[src/rtl/transmit_state_machine_pkg.sv]
// Shared eUSCI UART definitions: TX state encoding, frame-size and parity constants,
// and small helpers used to set up a frame.
package transmit_state_machine_pkg;

  typedef enum logic [2:0] {
    ST_IDLE   = 3'd0,
    ST_START  = 3'd1,
    ST_DATA   = 3'd2,
    ST_PARITY = 3'd3,
    ST_STOP1  = 3'd4,
    ST_STOP2  = 3'd5,
    ST_EOF    = 3'd6
  } tx_state_e;

  localparam logic [3:0] DATA8              = 4'd8;
  localparam logic [3:0] DATA7              = 4'd7;
  localparam logic       PAR_ODD            = 1'b0;
  localparam logic       PAR_EVEN           = 1'b1;
  localparam logic       IDLE_LEVEL_DEFAULT = 1'b1;

  function automatic logic [2:0] last_data_index(input logic is_7bit);
    logic [3:0] w_len;
    w_len = is_7bit ? DATA7 : DATA8;
    w_len = w_len - 4'd1;
    return w_len[2:0];
  endfunction

  // Odd parity sets the bit when the data carries an even number of ones.
  function automatic logic parity_bit(input logic data_xor, input logic par_sel);
    logic w_bit;
    case (par_sel)
      PAR_EVEN: w_bit = data_xor;
      PAR_ODD:  w_bit = ~data_xor;
      default:  w_bit = ~data_xor;
    endcase
    return w_bit;
  endfunction

  // MSB-first 7-bit frames are pre-aligned so the first bit sent always sits at [7].
  function automatic logic [7:0] frame_shift_init(input logic [7:0] data,
                                                  input logic       msb_first,
                                                  input logic       is_7bit);
    logic [7:0] w_init;
    if (is_7bit) begin
      w_init = msb_first ? {data[6:0], 1'b0} : {1'b0, data[6:0]};
    end else begin
      w_init = data;
    end
    return w_init;
  endfunction

endpackage

[src/rtl/transmit_state_machine_bitclk_edge_detect.sv]
// BITCLK rising-edge detector: one MCLK-wide tick per baud boundary, shared by TX and RX paths.
module transmit_state_machine_bitclk_edge_detect (
  input  logic i_clk,
  input  logic i_rst_n,
  input  logic i_bitclk,
  output logic o_tick
);

  logic r_bclk_q;

  // One-MCLK delayed copy of BITCLK for rise detection.
  always_ff @(posedge i_clk or negedge i_rst_n) begin
    if (!i_rst_n) begin
      r_bclk_q <= 1'b0;
    end else begin
      r_bclk_q <= i_bitclk;
    end
  end

  assign o_tick = i_bitclk & ~r_bclk_q;

endmodule

[src/rtl/transmit_state_machine.sv]
// eUSCI UART transmit state machine: loads the TX buffer and serialises start/data/parity/stop
// on BITCLK ticks. Optional macro TX_BREAK_EN adds wUCTXBRK (all-zero data/parity frames).
module transmit_state_machine
  import transmit_state_machine_pkg::*;
#(
  parameter logic IDLE_LEVEL = IDLE_LEVEL_DEFAULT
) (
  input  logic       MCLK,
  input  logic       reset,
  input  logic       BITCLK,
  input  logic       wUCPEN,
  input  logic       wUCPAR,
  input  logic       wUCMSB,
  input  logic       wUC7BIT,
  input  logic       wUCSPB,
  input  logic [7:0] TxData,
  input  logic       TxIFG,
`ifdef TX_BREAK_EN
  input  logic       wUCTXBRK,
`endif
  output logic       Tx,
  output logic       TxBEN,
  output logic       rSetTxIFG,
  output logic       TxBusy
);

  logic       w_tick;
  logic       w_brk_in;
  logic       w_load;
  logic       w_data_bit;

  tx_state_e  r_state, w_state_nxt;
  logic [7:0] r_shift, w_shift_nxt;
  logic [2:0] r_bitcnt, w_bitcnt_nxt;
  logic       r_par_acc, w_par_acc_nxt;
  logic       r_tx, w_tx_nxt;
  logic       r_ben, w_ben_nxt;
  logic       r_busy, w_busy_nxt;
  logic       r_set_ifg, w_set_ifg_nxt;

  // Frame configuration captured at load so later register writes cannot disturb it.
  logic       r_pen, r_par, r_msb, r_7bit, r_spb, r_brk;

  transmit_state_machine_bitclk_edge_detect u_edge (
    .i_clk    (MCLK),
    .i_rst_n  (reset),
    .i_bitclk (BITCLK),
    .o_tick   (w_tick)
  );

`ifdef TX_BREAK_EN
  assign w_brk_in = wUCTXBRK;
`else
  assign w_brk_in = 1'b0;
`endif

  // Next-state, datapath and output decode.
  always_comb begin
    w_state_nxt   = r_state;
    w_shift_nxt   = r_shift;
    w_bitcnt_nxt  = r_bitcnt;
    w_par_acc_nxt = r_par_acc;
    w_tx_nxt      = r_tx;
    w_ben_nxt     = r_ben;
    w_busy_nxt    = r_busy;
    w_set_ifg_nxt = 1'b0;
    w_load        = 1'b0;
    w_data_bit    = r_msb ? r_shift[7] : r_shift[0];

    case (r_state)
      ST_IDLE: begin
        if (!TxIFG) begin
          w_load      = 1'b1;
          w_state_nxt = ST_START;
        end else begin
          w_tx_nxt   = IDLE_LEVEL;
          w_ben_nxt  = 1'b0;
          w_busy_nxt = 1'b0;
        end
      end

      ST_START: begin
        if (w_tick) begin
          w_tx_nxt      = ~IDLE_LEVEL;
          w_bitcnt_nxt  = last_data_index(r_7bit);
          w_par_acc_nxt = 1'b0;
          w_state_nxt   = ST_DATA;
        end else begin
          w_state_nxt = ST_START;
        end
      end

      ST_DATA: begin
        if (w_tick) begin
          w_tx_nxt      = w_data_bit;
          w_par_acc_nxt = r_par_acc ^ w_data_bit;
          w_shift_nxt   = r_msb ? {r_shift[6:0], 1'b0} : {1'b0, r_shift[7:1]};
          if (r_bitcnt == 3'd0) begin
            if (r_pen) begin
              w_state_nxt = ST_PARITY;
            end else begin
              w_state_nxt = ST_STOP1;
            end
          end else begin
            w_bitcnt_nxt = r_bitcnt - 3'd1;
          end
        end else begin
          w_state_nxt = ST_DATA;
        end
      end

      ST_PARITY: begin
        if (w_tick) begin
          w_tx_nxt    = r_brk ? 1'b0 : parity_bit(r_par_acc, r_par);
          w_state_nxt = ST_STOP1;
        end else begin
          w_state_nxt = ST_PARITY;
        end
      end

      ST_STOP1: begin
        if (w_tick) begin
          w_tx_nxt = IDLE_LEVEL;
          if (r_spb) begin
            w_state_nxt = ST_STOP2;
          end else begin
            w_state_nxt = ST_EOF;
          end
        end else begin
          w_state_nxt = ST_STOP1;
        end
      end

      ST_STOP2: begin
        if (w_tick) begin
          w_tx_nxt    = IDLE_LEVEL;
          w_state_nxt = ST_EOF;
        end else begin
          w_state_nxt = ST_STOP2;
        end
      end

      // Last stop bit is on the line; the next tick closes it or starts the next frame.
      ST_EOF: begin
        if (w_tick) begin
          if (!TxIFG) begin
            w_load        = 1'b1;
            w_tx_nxt      = ~IDLE_LEVEL;
            w_bitcnt_nxt  = last_data_index(wUC7BIT);
            w_par_acc_nxt = 1'b0;
            w_state_nxt   = ST_DATA;
          end else begin
            w_tx_nxt    = IDLE_LEVEL;
            w_ben_nxt   = 1'b0;
            w_busy_nxt  = 1'b0;
            w_state_nxt = ST_IDLE;
          end
        end else begin
          w_state_nxt = ST_EOF;
        end
      end

      default: begin
        w_tx_nxt    = IDLE_LEVEL;
        w_ben_nxt   = 1'b0;
        w_busy_nxt  = 1'b0;
        w_state_nxt = ST_IDLE;
      end
    endcase

    if (w_load) begin
      w_shift_nxt   = w_brk_in ? 8'h00 : frame_shift_init(TxData, wUCMSB, wUC7BIT);
      w_set_ifg_nxt = 1'b1;
      w_ben_nxt     = 1'b1;
      w_busy_nxt    = 1'b1;
    end else begin
      w_set_ifg_nxt = 1'b0;
    end
  end

  // State, datapath, shadow configuration and registered outputs.
  always_ff @(posedge MCLK or negedge reset) begin
    if (!reset) begin
      r_state   <= ST_IDLE;
      r_shift   <= 8'h00;
      r_bitcnt  <= 3'd0;
      r_par_acc <= 1'b0;
      r_tx      <= IDLE_LEVEL;
      r_ben     <= 1'b0;
      r_busy    <= 1'b0;
      r_set_ifg <= 1'b0;
      r_pen     <= 1'b0;
      r_par     <= 1'b0;
      r_msb     <= 1'b0;
      r_7bit    <= 1'b0;
      r_spb     <= 1'b0;
      r_brk     <= 1'b0;
    end else begin
      r_state   <= w_state_nxt;
      r_shift   <= w_shift_nxt;
      r_bitcnt  <= w_bitcnt_nxt;
      r_par_acc <= w_par_acc_nxt;
      r_tx      <= w_tx_nxt;
      r_ben     <= w_ben_nxt;
      r_busy    <= w_busy_nxt;
      r_set_ifg <= w_set_ifg_nxt;
      if (w_load) begin
        r_pen  <= wUCPEN;
        r_par  <= wUCPAR;
        r_msb  <= wUCMSB;
        r_7bit <= wUC7BIT;
        r_spb  <= wUCSPB;
        r_brk  <= w_brk_in;
      end
    end
  end

  assign Tx        = r_tx;
  assign TxBEN     = r_ben;
  assign rSetTxIFG = r_set_ifg;
  assign TxBusy    = r_busy;

endmodule

[config.mk]
export PLATFORM = sky130hd
export DESIGN_NAME = transmit_state_machine
export DESIGN_NICKNAME = d
export VERILOG_FILES = /design/src/rtl/transmit_state_machine_pkg.sv /design/src/rtl/transmit_state_machine_bitclk_edge_detect.sv /design/src/rtl/transmit_state_machine.sv
export SDC_FILE = /design/constraint.sdc
export NUM_CORES = 1
export LEC_CHECK = 0
export CAP_MARGIN = 20
export CORE_MARGIN = 8
export CORE_UTILIZATION = 55
export DETAILED_ROUTE_END_ITERATION = 10
export PLACE_DENSITY_LB_ADDON = 0.3
export SLEW_MARGIN = 25
export SYNTH_ARGS = -nofsm -noshare
export SYNTH_HDL_FRONTEND = slang
export SYNTH_SLANG_ARGS = --single-unit
[constraint.sdc]
create_clock -name MCLK -period 2.2 [get_ports MCLK]
set_clock_uncertainty 0.05 [all_clocks]
set_input_delay 0.33 -clock MCLK [delete_from_list [all_inputs] [get_ports MCLK]]
set_output_delay 0.33 -clock MCLK [all_outputs]
set_load 0.05 [all_outputs]
==> flow_results.org, run 1 <==
** Critical path
- STA classifies the critical path startpoint as a flop.
- Endpoint of the lowest-slack register-to-register path :: r_bitcnt[2]
- Crit-path slowest cell :: sky130_fd_sc_hd__clkdlybuf4s50_1
- For the worst flop-to-flop path, the logic depth is 6.
- For the worst setup path, the data required time is 1820 ps.
- Category of the worst setup path capture point :: output port
- At the worst endpoint, the arrival time is 1660 ps.
- Beginning of the worst register-to-register path :: r_state[1]
- Along the worst path, the maximum fanout reaches 2.
- Flop2flop setup slack :: 260 ps
- Kind of cell adding the most delay to the critical path :: buffers and inverters
- The critical path in this run is classified as reg2out.
- The number of buffers and inverters on the critical path is 1.
- Series of cell instances along the critical path :: clkdlybuf4s50_1
- The largest single stage delay on the critical path is 790 ps.

** Power
- Highest ir drop seen on vdd :: 0.5241 mV
- For this design the static power due to leakage is 0.8295 nW.
- Power Dens Cells :: 1342 nW/µm²

** Clocking
- Num Clock Sinks :: 25
- Buffers inserted to repair hold after CTS numbered 0.
- Gates resized during post-CTS repair numbered 0.
- In this run the deepest clock path goes through 2 buffers.
- Cell at the root of the clock tree :: sky130_fd_sc_hd__clkbuf_4
- Clock-pin slew was measured on the worst setup and hold paths at 140 ps.
- TritonCTS Buffers :: 3
- TritonCTS built the clock tree.
- Post-CTS setup buffer count :: 0
- The clock reaches the later pin of the worst-skew pair after 320 ps.
- H-Tree Depth :: 1

** Routing
- Via-to-Cell Ratio :: 6.037
- The detail route stage leaves a number of antenna-violating nets equal to 0.
- In the final routed layout, each cell accounts on average for 16.68 µm.
- Residual DRC count :: 0
- For this run, the detailed router's first-pass iteration total came to 4.
- Total vias in the final route :: 1316
- Drt first-iter violations :: 147
- The routed design has 3637 µm of wire.

** STA
- Subtracting the final worst setup slack from the clock period gives 2042 ps.
- Actual transition at the worst max-transition pin :: 557.1 ps
- Fin. max-slew vios :: 0
- Highest clock rate :: 489.8 MHz
- Setup violations remaining at the end of the flow were counted as 0.
- In this run the tightest slew margin relative to its limit is 62.57%.
- The count of endpoints failing hold in the final timing report is 0.
- Setup repair after global routing missed its margin :: false
- Worst setup slack after layout :: 158.3 ps
- Total negative slack :: 0 ps
- After layout, the worst path uses 92.81% of the clock period.

** Global routing
- Gr usage total :: 14.95%
- Gr ovfl total :: 0
- Via count of the first global-routing pass :: 1310
- The number of antenna violations at the first check in global routing is 0.
- Maximum number of pins on one net before global-route repair :: 26
- The first global-routing pass estimated 6182 µm of wire.

** Finish
- Share of cells above drive strength 1 :: 17.84%
- Storage cell area :: 626.9 µm²
- Largest registers :: r_shift: 8 flops, r_bitcnt: 3 flops, r_state: 3 flops
- Register name with the most flops :: r_shift
- The final layout contains 204 nets.
- Area added between synthesis and finish :: 17.03%
- The register with the most flip-flops in the layout has 8 of them.
- 0 antenna diodes ended up in the layout.
- Number of inserted filler cells in the final layout :: 251
- Footprint of the multi-input gates :: 940.9 µm²

** Placement
- Gp weighted congestion :: 0.8509
- Detail Placement HPWL :: 2733 µm
- Input and output buffers added on the ports amount to 20.
- Post-Place Setup Slack :: 68.32 ps

** Yosys
- Share of the synthesized area in the top cell type :: 36.50%
- Summing the areas of all compound-gate instances in the mapped netlist gives 16.96% of the synthesized area.
- The number of nets handed over by synthesis was 179.
- Netlist area before placement :: 1645 µm²
- Sequential fraction of the synthesis area :: 38.10%
- Counting flops with an async set or reset pin after synthesis yields a share of 100.0%.
- By count the netlist is led by sky130_fd_sc_hd__dfrtp_1 (24), sky130_fd_sc_hd__mux2i_1 (18), sky130_fd_sc_hd__nand2_1 (10), sky130_fd_sc_hd__nor2_1 (10).
- Synth Flop Type :: sky130_fd_sc_hd__dfrtp_1
- Total of flip-flops plus latches after synthesis :: 25
- Number of warnings reported in the yosys synthesis log :: 0
- Multiplexer share of the synthesized area :: 20.68%
- Mean Syn Cell Area :: 10.22 µm²
- Area share of xor/xnor cells in the synthesized design :: 1.065%
- Among all cell types in the netlist, the one instantiated most often is sky130_fd_sc_hd__dfrtp_1.
- Share of synthesized cell area in full adder, half adder and majority cells :: 0.7605%
- Number of distinct standard cells referenced by the synthesized netlist :: 50
- Simple-gate share of the synthesized area :: 17.72%
- Combinational family with the most area after synthesis :: multiplexers
- In this run, synthesis inferred 0 flip-flops with an integrated enable.
- The cell count after synthesis came out at 161.
- sky130_fd_sc_hd__dfrtp_1 takes more of the synthesized area than any other cell.
- Sorting the synthesized cells by area gives the leading types as sky130_fd_sc_hd__dfrtp_1 (37%), sky130_fd_sc_hd__mux2i_1 (11%), sky130_fd_sc_hd__mux2_2 (5.5%), sky130_fd_sc_hd__mux2_1 (3.4%), sky130_fd_sc_hd__a21oi_1 (2.4%).

** Floorplanning
- Die extent in x :: 70.70 µm
- Once the floorplan was initialized, standard cells occupied 55.72% of the core.
- Area enclosed by the die boundary :: 4998 µm²
- The die is 70.70 µm tall.
- Std-Cell Core Area :: 2953 µm²
- For this design the top-level I/O count stands at 21.
- After floorplanning, the core was divided into 20 placement rows.

** Flow run
- The tool flagged a number of max-cap violations equal to 0.

** Status
- The flow ran to the end, and the final reports show no timing, DRC or antenna violations.

** Min path
- The min-delay analysis places its worst path in the category in2async.
==> how the worst max path moves through the flow <==
stage               slack, ps           to        from  depth (start not counted)
finish                    160           Tx          Tx                          1
global route              110           Tx          Tx                          1
CTS                       140           Tx          Tx                          1
detailed placement         70   r_shift[5]      BITCLK                          5
global placement          150   r_shift[5]      BITCLK                          5
floorplan                 530  r_bitcnt[2]  r_state[0]                          7
==> metrics by stage <==
| step | hold slack, ps | power (mW) | util [%] | cells | area, µm² |
|---|---|---|---|---|---|
| 2_1_floorplan | -15.59 | 2.025 | - | 161 | 1645 |
| 3_3_place_gp | 428.4 | 2.299 | 64.32 | 214 | 1899 |
| 3_5_place_dp | 433.4 | 2.381 | 64.32 | 214 | 1899 |
| 4_1_cts | 315.0 | 2.599 | 65.21 | 218 | 1926 |
| 5_1_grt | 326.9 | 2.777 | 65.21 | 218 | 1926 |
| 6_report | 312.8 | 2.584 | 65.21 | 218 | 1926 |
==> cell usage in the layout, fill, tap and decap left out, types with 3 or more instances in the layout <==
cell type and n:
sky130_fd_sc_hd__a211oi_1 3, sky130_fd_sc_hd__a21oi_1 8, sky130_fd_sc_hd__a31oi_1 3, sky130_fd_sc_hd__buf_4 10
sky130_fd_sc_hd__clkbuf_4 3, sky130_fd_sc_hd__clkdlybuf4s50_1 20, sky130_fd_sc_hd__dfrtp_1 24, sky130_fd_sc_hd__inv_1 4
sky130_fd_sc_hd__mux2_1 5, sky130_fd_sc_hd__mux2_2 8, sky130_fd_sc_hd__mux2i_1 18, sky130_fd_sc_hd__nand2_1 10
sky130_fd_sc_hd__nand2b_1 4, sky130_fd_sc_hd__nand3_1 5, sky130_fd_sc_hd__nor2_1 10, sky130_fd_sc_hd__nor2b_1 5
sky130_fd_sc_hd__o21ai_0 6
==> logic make-up after synthesis <==
kind of cell    after synthesis
simple gates                 49
compound gates               38
mux                          32
flops                        25
buf+inv                      14
xor+xnor                      2
fa+ha+maj                     1
==> layout make-up <==
cell class | count | share of cell area [%]
repair buffers | 30 | 14.29
clock buffers | 4 | 1.365
multi-input cells | 122 | 48.86
well taps | 33 | 2.144
flip-flops and latches | 25 | 32.55
inverters | 4 | 0.7797
==> power by group <==
group	leakage [nW]	switching, mW	total [mW]	internal (mW)
registers	0.302	0.211	0.894	0.683
clock network	0.0150	0.142	0.213	0.0709
logic	0.513	0.777	1.48	0.701
total	0.830	1.13	2.58	1.45
==> metal layers <==
layer / global-route usage (%) / routed length, µm
met5: 0 / 0
met4: 4.850 / 15
met3: 1.977 / 113
met2: 26.57 / 1863
met1: 18.01 / 1644
Note: power is estimated with default switching activity, not from simulation.
==> run 2, diff against run 1 <==
Settings changed: CORE_MARGIN 8 to 3.
==> run 2 against run 1 <==
Effect of this change:
- first-iteration DRC count is 25% lower
- design area increased by 0.52%
- sequential share of layout area fell by 0.17 points
- die area shrank 26%
- wire length decreased by 6.4%
- highest routed layer unchanged
==> flow_results.org, run 2 (synthesis gave the netlist of run 1 again) <==
** Critical path
- Arrival time of the worst setup path :: 1670 ps (about the same)
- STA classifies the critical path endpoint as an output port.
- Critical Path RT :: 1820 ps (about the same)
- Type of the setup path with the least slack :: reg2out
- The largest individual stage delay along the critical path comes from the cell sky130_fd_sc_hd__clkdlybuf4s50_1.
- STA classifies the critical path startpoint as a flop.
- Buffering stage count on the worst path with inverters included :: 1 (unchanged)
- Worst-path maximum fanout :: 2 (unchanged)
- Series of cell instances along the critical path :: clkdlybuf4s50_1
- The kind of cell with the highest combined delay along the critical path is buffers and inverters.
- The largest stage delay on the critical path came to 790 ps (about the same).

** Floorplanning
- IO Count :: 21 (unchanged)
- The area of the core is 2805 µm² (-5.0%).
- Site row count :: 19 (-5.0%)
- The die extent in x was 60.70 µm (-14%).
- The die outline area was 3684 µm² (-26%).
- The die boundary height is 60.70 µm (-14%).
- The effective utilization at floorplan came to 58.65% (+2.9 points).

** STA
- The least setup slack across all paths after layout is 154.1 ps (-4.180 ps).
- The count of endpoints failing hold in the final timing report is 0 (unchanged).
- The worst-case headroom to the max-slew limit was 60.48% (-2.1 points).
- The highest clock rate was 488.8 MHz (-0.20%).
- The final number of setup-violating endpoints came to 0 (unchanged).
- Fin. max-slew vios :: 0 (unchanged)
- The transition time at the pin with the least slew margin came to 588.3 ps (+31.14 ps).
- Total negative slack :: 0 ps (unchanged)
- The post-layout minimum cycle time is 2046 ps (+4.180 ps).
- Setup repair after global routing left no endpoint under its margin.
- The share of the cycle needed by the critical path after routing came to 93.00% (+0.19 points).

** Flow run
- The max-cap violation count was 0 (unchanged).

** Finish
- Register name with the most flops :: r_shift
- Most frequent standard cell in the layout excluding fill and tap cells :: sky130_fd_sc_hd__dfrtp_1
- The final-stage net count is 204 (unchanged).
- Commonest cells after routing, fill and taps aside :: sky130_fd_sc_hd__dfrtp_1 (24), sky130_fd_sc_hd__clkdlybuf4s50_1 (20), sky130_fd_sc_hd__mux2i_1 (18)
- Largest registers :: r_shift: 8 flops, r_bitcnt: 3 flops, r_state: 3 flops
- From synthesis to final layout, the design area changed by 17.64%.
- The number of flip-flops in the largest register came to 8 (unchanged).
- Share of cells above drive strength 1 :: 17.84% (unchanged)
- Diode count :: 0 (unchanged)

** Clocking
- TritonCTS built the clock tree.
- Number of hold buffers added after CTS :: 0 (unchanged)
- H-Tree Depth :: 1 (unchanged)
- TritonCTS Buffers :: 3 (unchanged)
- Num Clock Sinks :: 25 (unchanged)
- Cell at the root of the clock tree :: sky130_fd_sc_hd__clkbuf_4
- The worst-case clock buffer depth was 2 (unchanged).
- The buffers inserted during post-CTS setup optimization is 0 (unchanged).
- CTS resizes :: 0 (unchanged)
- Clock slew seen by the registers of the worst setup and hold paths :: 140 ps (about the same)
- The clock latency on the worst-skew pair was 320 ps (about the same).

** Power
- The maximum ir drop on the vdd rail is 0.5918 mV (+13%).
- The static leakage is 0.8344 nW (+0.59%).
- Power Dens Cells :: 1340 nW/µm² (-0.16%)

** Global routing
- Number of antenna violations at the first check in global routing :: 0 (unchanged)
- The via count of the first global-routing pass was 1299 (-0.84%).
- Most congested layer reported by global routing :: met2
- The largest net degree at the start of global routing is 26 (unchanged).
- First-pass GRT wire length :: 5830 µm (-5.7%)
- Met2 GRT Util :: 37.71% (+11 points)
- The met3 track demand over resource is 2.553% (+0.58 points).
- The global-route total usage across every layer was 21.08% (+6.1 points).
- The met1 track utilization from global routing came to 25.60% (+7.6 points).
- Gr ovfl total :: 0 (unchanged)

** Placement
- The post-detailed-placement half-perimeter wirelength is 2550 µm (-6.7%).
- Count of buffers from port buffering :: 20 (unchanged)
- Gp weighted congestion :: 0.8335 (-2.0%)
- Post-Place Setup Slack :: 175.6 ps (+107.3 ps)

** Routing
- The average wire per cell in the routed design was 15.75 µm (-5.6%).
- The aggregate routed wire length was 3403 µm (-6.4%).
- The number of vias per cell after detailed routing came to 6.199 (+2.7%).
- The DRC violations left is 0 (unchanged).
- Drt first-iter violations :: 110 (-25%)
- Count of antenna-violating nets left after detailed routing :: 0 (unchanged)
- Router iterations before antenna repair :: 4 (unchanged)
- The total via count in the routed design came to 1339 (+1.7%).

** Min path
- The tightest min-delay check is of the in2async type.

** Status
- The run finished with clean final reports.
[run 2: cell count changes in the layout (fill, tap and decap cells not counted)]
cell	before	now
sky130_fd_sc_hd__buf_4	10	9
sky130_fd_sc_hd__buf_12	0	1
[run 2: path summary, 6_finish.rpt]
kind / startpoint / to / cells past startpoint / slack, ps
max in group asynchronous: reset / Tx / 2 / 1500
max reg2reg: r_state[2] / r_bitcnt[2] / 6 / 230
min reg2reg: r_7bit / r_7bit / 1 / 460
min: reset / r_shift[6] / 2 / 300
min in group MCLK: r_7bit / r_7bit / 1 / 460
max: Tx / Tx / 1 / 150
[run 2: layer usage]
layer	vias to the layer above	routed length, µm
met4	0	52
met5	-	0
met3	6	115
met1	663	1460
li1	644	-
met2	26	1775
[run 2: cell type report]
type	count	area [µm²]
Multi-Input combinational cell	122	940.9
Inverter	4	15.01
Sequential cell	25	626.9
Timing Repair Buffer	30	287.8
Clock buffer	4	26.28
Tap cell	31	38.79
Fill cell	214	869.6
[run 2: metrics by stage]
stage | power [mW] | util [%] | hold WS (ps) | instance area [µm²] | instances
3_3_place_gp | 2.318 | 68.06 | 425.7 | 1909 | 212
3_5_place_dp | 2.391 | 68.06 | 433.5 | 1909 | 212
6_report | 2.594 | 69.00 | 303.9 | 1936 | 216
2_1_floorplan | 2.025 | - | -15.59 | 1645 | 161
4_1_cts | 2.601 | 69.00 | 306.5 | 1936 | 216
5_1_grt | 2.786 | 69.00 | 306.0 | 1936 | 216
[run 2: report_power, final]
part	internal, mW	switching (mW)
clock network	0.0710	0.139
registers	0.683	0.204
logic	0.717	0.780
